--- config.mk ---
export PLATFORM = sky130hd
export DESIGN_NAME = exe_mem_pipe_stage
export DESIGN_NICKNAME = d
export VERILOG_FILES = /design/src/rtl/exe_mem_pipe_stage.sv
export SDC_FILE = /design/constraint.sdc
export NUM_CORES = 1
export LEC_CHECK = 0
export CAP_MARGIN = 0
export CORE_ASPECT_RATIO = 0.9
export CORE_MARGIN = 2
export CORE_UTILIZATION = 47
export CTS_BUF_LIST = sky130_fd_sc_hd__clkbuf_4
export CTS_CLUSTER_SIZE = 8
export DETAILED_ROUTE_END_ITERATION = 12
export PLACE_DENSITY_LB_ADDON = 0.1
export REMOVE_ABC_BUFFERS = 1
export SETUP_SLACK_MARGIN = 0.2
export SKIP_CTS_REPAIR_TIMING = 1
export SLEW_MARGIN = 40
export SYNTH_ARGS = -nofsm -noshare
export SYNTH_HDL_FRONTEND = slang
export SYNTH_SLANG_ARGS = --single-unit
--- constraint.sdc ---
create_clock -name clk -period 2.27 [get_ports clk]
set_input_delay 0.3405 -clock clk [delete_from_list [all_inputs] [get_ports clk]]
set_output_delay 0.3405 -clock clk [all_outputs]
set_load 0.01 [all_outputs]
--- src/rtl/exe_mem_pipe_stage.sv ---
// EXE->MEM pipeline stage with a valid/ready handshake, bubble-safe outputs and a stall counter.
// Define EXE_MEM_SKID_EN for the 2-entry skid buffer (registered in_ready); otherwise single entry.
module exe_mem_pipe_stage #(
  parameter int DATA_W = 32,
  parameter int DEST_W = 4,
  parameter int CNT_W  = 16
) (
  input  logic              clk,
  input  logic              rst,
  input  logic              freeze,
  input  logic              flush,
  input  logic              in_valid,
  output logic              in_ready,
  input  logic              WB_EN_IN,
  input  logic              MEM_R_EN_IN,
  input  logic              MEM_W_EN_IN,
  input  logic [DATA_W-1:0] ALU_Res_IN,
  input  logic [DATA_W-1:0] Val_Rm_IN,
  input  logic [DEST_W-1:0] Dest_IN,
  output logic              out_valid,
  input  logic              out_ready,
  output logic              WB_EN,
  output logic              MEM_R_EN,
  output logic              MEM_W_EN,
  output logic [DATA_W-1:0] ALU_Res,
  output logic [DATA_W-1:0] Val_Rm,
  output logic [DEST_W-1:0] Dest,
  output logic [CNT_W-1:0]  stall_cnt
);

  localparam int ENTRY_W = 3 + 2 * DATA_W + DEST_W;

  typedef enum logic [1:0] {
    EMPTY = 2'd0,
    ONE   = 2'd1,
    TWO   = 2'd2
  } state_t;

  state_t             state_reg, state_next;
  logic [ENTRY_W-1:0] main_reg, main_next;
`ifdef EXE_MEM_SKID_EN
  logic [ENTRY_W-1:0] skid_reg, skid_next;
`endif
  logic [CNT_W-1:0]   stall_cnt_reg, stall_cnt_next;
  logic [ENTRY_W-1:0] in_entry;
  logic               out_valid_int;
  logic               push;
  logic               pop;
  logic               stall_inc;

  assign in_entry      = {WB_EN_IN, MEM_R_EN_IN, MEM_W_EN_IN, ALU_Res_IN, Val_Rm_IN, Dest_IN};
  assign out_valid_int = (state_reg != EMPTY);

`ifdef EXE_MEM_SKID_EN
  // Depends only on the state register, so out_ready never reaches in_ready.
  assign in_ready = (state_reg != TWO) & ~freeze;
`else
  assign in_ready = (~out_valid_int | out_ready) & ~freeze;
`endif

  assign push      = in_valid & in_ready & ~flush;
  assign pop       = out_valid_int & out_ready & ~freeze;
  assign stall_inc = in_valid & ~in_ready & ~freeze & ~flush;

  always_comb begin
    state_next = state_reg;
    main_next  = main_reg;
`ifdef EXE_MEM_SKID_EN
    skid_next  = skid_reg;
`endif
    if (flush) begin
      state_next = EMPTY;
    end else if (!freeze) begin
      case (state_reg)
        EMPTY: begin
          if (push) begin
            state_next = ONE;
            main_next  = in_entry;
          end
        end
        ONE: begin
          if (push && pop) begin
            main_next = in_entry;
`ifdef EXE_MEM_SKID_EN
          end else if (push) begin
            skid_next  = in_entry;
            state_next = TWO;
`endif
          end else if (pop) begin
            state_next = EMPTY;
          end
        end
`ifdef EXE_MEM_SKID_EN
        TWO: begin
          if (pop) begin
            main_next  = skid_reg;
            state_next = ONE;
          end
        end
`endif
        default: state_next = EMPTY;
      endcase
    end
  end

  always_comb begin
    stall_cnt_next = stall_cnt_reg;
    if (stall_inc && (stall_cnt_reg != {CNT_W{1'b1}})) begin
      stall_cnt_next = stall_cnt_reg + 1'b1;
    end
  end

  always_ff @(posedge clk) begin
    if (!rst) begin
      state_reg     <= EMPTY;
      main_reg      <= '0;
`ifdef EXE_MEM_SKID_EN
      skid_reg      <= '0;
`endif
      stall_cnt_reg <= '0;
    end else begin
      state_reg     <= state_next;
      main_reg      <= main_next;
`ifdef EXE_MEM_SKID_EN
      skid_reg      <= skid_next;
`endif
      stall_cnt_reg <= stall_cnt_next;
    end
  end

  // Bubbles present all-zero control and data so MEM never acts on stale fields.
  assign {WB_EN, MEM_R_EN, MEM_W_EN, ALU_Res, Val_Rm, Dest} =
      out_valid_int ? main_reg : {ENTRY_W{1'b0}};
  assign out_valid = out_valid_int;
  assign stall_cnt = stall_cnt_reg;

endmodule

# Yosys cells after proc, flatten, opt, wreduce, memory -nomap -nowiden
# Cells that the tools add are included.
[classes]
addsub = 1
n_eq_ne = 6
mux = 8
bitwise_logic = 14
reduce_logical = 8
[ops]
columns = ["op", "n"]
rows = [
  ["71-bit 2-to-1 mux", 3],
  ["71-bit one-hot mux with 2 select lines", 1],
  ["16-bit by 1-bit adder with 16-bit output (second input constant)", 1],
  ["16-bit != test (second input constant)", 1],
  ["1-bit AND", 8],
  ["2-bit != test (second input constant)", 4],
  ["2-bit 2-to-1 mux", 3],
  ["1-bit NOT", 5],
  ["5-bit AND reduction", 1],
  ["2-bit one-hot mux with 2 select lines", 1],
  ["4-bit AND reduction", 1],
  ["2-bit nonzero test", 2],
  ["2-bit by 1-bit equality test with 1-bit output (second input constant)", 1],
  ["1-bit logical AND", 2],
  ["2-bit logical NOT", 1],
  ["2-bit OR reduction", 1],
  ["1-bit OR", 1],
]
[word_totals]
register_bits = 89
in_bits = 77
output_inout_bits = 89
wordCells = 40

# Longest topological paths before layout
[logic_depth]
word_depth = 9
mapped_depth = 7
depth_no_buf = 5

# Least setup slack after synthesis
# OpenSTA, ideal clock, no wires.
[synth_timing]
kind = "flip-flop to flip-flop"
start = "reg stall_cnt_reg[0] (netlist: stall_cnt[0])"
end = "reg stall_cnt_reg[11] (netlist: stall_cnt[11])"
setup_time_ns = 0.127
t_arrival_ns = 1.506
required_ns = 2.143
setup_slack_ns = 0.638
path_stages_with_launch = 6
path_buffers = 0
period_less_slack_ns = 1.632
cell_sequence = "dfxtp_1 ha_1 inv_1 nor4_2 a211oi_1 mux2i_1"
[synth_via]
elab_chain_cells = 2
elab_cells_between_ends = 3
classes_between = "add/sub (1); eq/ne (1); reduce/logical (1)"
[synth_lines]
columns = ["item", "line_no", "source"]
rows = [
  ["start, declared", "44", "logic [CNT_W-1:0] stall_cnt_reg, stall_cnt_next;"],
  ["start signal, assigned", "127", "stall_cnt_reg <= stall_cnt_next;"],
  ["branches (longest 2 deep; another with 16-bit by 1-bit adder with 16-bit output)", "-", ""],
]
# Several ways; the timed one is not identified.
# A chain may end at the register's enable or synchronous reset.

# Worst setup path after layout
[layout_timing]
start = "reg state_reg[0]"
end = "out ALU_Res[16]"
[layout_via]
elab_chain_cells = 2
[layout_lines]
columns = ["item", "line_no", "source"]
rows = [
  ["start, declared", "39", "state_t state_reg, state_next;"],
  ["start signal, assigned", "122", "state_reg <= state_next;"],
  ["2-bit nonzero test", "52", "assign out_valid_int = (state_reg != EMPTY);"],
  ["71-bit 2-to-1 mux", "133", "out_valid_int ? main_reg : {ENTRY_W{1'b0}};"],
  ["end, declared", "25", "output logic [DATA_W-1:0] ALU_Res,"],
]
# No other way between the ends.

==> flow_summary.yaml <==
timing:
  final_hold_viol_count: 0
  finalSetupTns_ns: 0
  clock.fmax_ghz: 0.474
  relSlewSlack_pct: 60.0
  finalCriticalPeriod_ns: 2.11
  period_share_pct: 92.9
  rsz0062_at_grt: "yes"
  setup_viol: 0
  fin_skew_ns: 0.0111
  whs_ns: 0.442
  finalWorstSetupSlack_ns: 0.162
  worst_pin_slew_ns: 0.595
  slew_viol_final: 0
worst_setup_path:
  cp.required_ns: 1.93
  cp.arrival_ns: 1.77
  startpoint_type: "flip-flop"
  crit_chain: "buf_12, and2_1, clkdlybuf4s50_1"
  cpPeakStageDelay_ns: 0.55
  worst_setup_path_end_kind: "output pin"
  critPathKind: "flip-flop to output pin"
  critPathMaxFanout: 28
  reg2reg_from: "stall_cnt[0]$_SDFFE_PN0P_"
  startpoint: "state_reg[0]$_SDFFE_PP0P_"
  crit_slowest_cell: "clkdlybuf4s50_1"
routing:
  post_drt_wl_per_cell_um: 14.4
  drc: 0
  wirelength_um: 11100
  dr_total_vias: 4035
  first_pass_iters: 5
  vias_per_cell: 5.26
  drt_iter0_drc: 211
  ant_nets: 0
yosys:
  syn_inst: 503
  syn_area_mm2: 0.00386
  synthArstFlopShare_pct: 0
  yosys.cell_types.count: 33
  ys_seq_area_share_pct: 45.6
  synth_edf_count: 0
  ys_ff_latch: 88
  synth_warnings: 0
  synth_flop_cell: "dfxtp_1"
  synth_area_per_cell_um2: 7.67
hold_path:
  hp-class: "input pin to flip-flop"
  hold_start: "ALU_Res_IN[19]"
final_layout:
  layout-drive-gt1-share_pct: 5.84
  syn_to_final_growth_pct: 53.9
  largest_reg_flops: 71
  utilization_pct: 74.0
  n_antenna_cell: 0
  nets: 741
grt:
  antenna_found_initial: 0
  grt_pass1_wl_um: 16900
  grt_pass1_vias: 3614
  overflow: 0
  grt_max_degree: 46
  grt_use_total_pct: 22.9
power:
  power.leakage_uw: 0.00284
  vdd.ir_drop.worst_mv: 0.301
  p_per_area_mw_per_mm2: 451
floorplanning:
  start_util_pct: 48.1
  num_rows: 31
  core_region_area_mm2: 0.00803
  ioPinCount: 166
  die_x_um: 99.5
  die_height_um: 90.0
  die_area_mm2: 0.00895
clocking:
  cts_tree: "done"
  cts_sinks: 88
  clock_latency_ns: 0.42
  clockBufferDepth: 2
  ctsRootBufferMaster: "clkbuf_4"
  clk_pin_slew_ns: 0.15
  numCtsBuffers: 9
  cts.htree.levels: 3
placement:
  port_buffers: 165
  gp_congestion: 0.893
  dp_hpwl_um: 7420
  place_ws_ns: 0.153
job:
  max-cap-violations: 0
status:
  status: "finished clean"
final timing paths:
| kind | end | slack, ns | cells past startpoint |
|---|---|---|---|
| worst max-delay path | ALU_Res[16] | 0.16 | 3 |
| worst min-delay path | main_reg[55]$_SDFFE_PN0P_ | 0.44 | 3 |
| worst max register to register | stall_cnt[11]$_SDFFE_PN0P_ | 0.35 | 5 |
| worst min register to register | main_reg[70]$_SDFFE_PN0P_ | 0.46 | 2 |
cell type report:
| cell class | instances | area (um^2) |
|---|---|---|
| fill | 597 | 2090 |
| timing repair buffer | 182 | 1960 |
| multi-input combinational | 377 | 1960 |
| sequential | 88 | 1770 |
| tap | 99 | 124 |
| clock buffer | 9 | 67.6 |
| clock inverter | 7 | 47.5 |
| inverter | 5 | 18.8 |
report_power, final:
part	switching [uW]	total, uW	internal, uW
Combinational	133	313	180
Clock	539	762	223
Sequential	19.2	1610	1590
Total	691	2680	1990
per-stage QoR:
step	total power [uW]	cell area, um^2	cells
2_1_floorplan	1740	3730	470
3_3_place_gp	1940	5640	745
3_5_place_dp	1940	5640	745
4_1_cts	2700	5760	761
5_1_grt	2800	5940	767
6_report	2680	5940	767
Yosys cell counts, types with 2 or more instances:
library cell	instances	area share, %
nand2_1	158	15
dfxtp_1	88	46
a21oi_1	81	11
and2_1	74	12
clkbuf_1	26	2.5
buf_2	7	0.91
mux2i_1	6	1.6
nand3_1	6	0.78
nand4_1	6	0.97
or4_1	6	1.2
nand2b_1	5	0.81
inv_1	4	0.39
nor3_1	4	0.52
o31ai_1	4	0.78
a211oi_1	3	0.58
nor2_1	3	0.29
o41ai_1	3	0.68
and4_1	2	0.45
o21ai_0	2	0.26
o311ai_0	2	0.45
metal layers:
layer	vias to the layer above	track usage (%)	part of all wire [%]
met5	-	0	0
li1	1983	-	-
met4	0	7.31	1.1
met3	15	8.24	9.7
met2	193	35.7	47
met1	1844	29.5	42
logic make-up after synthesis:
kind of cell	synth area share [%]
buf+inv	3.92
flops	45.6
fa+ha+maj	0.324
mux	1.56
compound gates	13.7
simple gates	34.9
cell usage in the layout (no fill, tap or decap), types with 2 or more instances in the layout:
master	netlist	routed
o311ai_0	2	2
buf_4	0	12
nor4_2	1	2
buf_12	0	4
dlymetal6s2s_1	0	45
nand4_1	6	6
a211oi_1	3	3
o21ai_0	2	2
or4_1	6	6
nand2b_1	5	5
mux2i_1	6	6
inv_1	4	4
and2_1	74	73
o41ai_1	3	3
o31ai_1	4	4
nand2_1	158	157
clkinvlp_4	0	3
nand3_1	6	6
clkinv_1	0	2
clkdlybuf4s50_1	0	120
nor2_1	3	3
a21oi_1	81	81
dfxtp_1	88	87
and4_1	2	2
nor3_1	4	4
clkbuf_4	0	9
worst max-delay path: cells and delay by family (launching register included):
family	cells	cell delay, ns
flip-flops	1	0.46
buffers and inverters	2	0.73
AND/OR/NAND/NOR	1	0.15
Note: power is estimated with default switching activity, not from simulation.
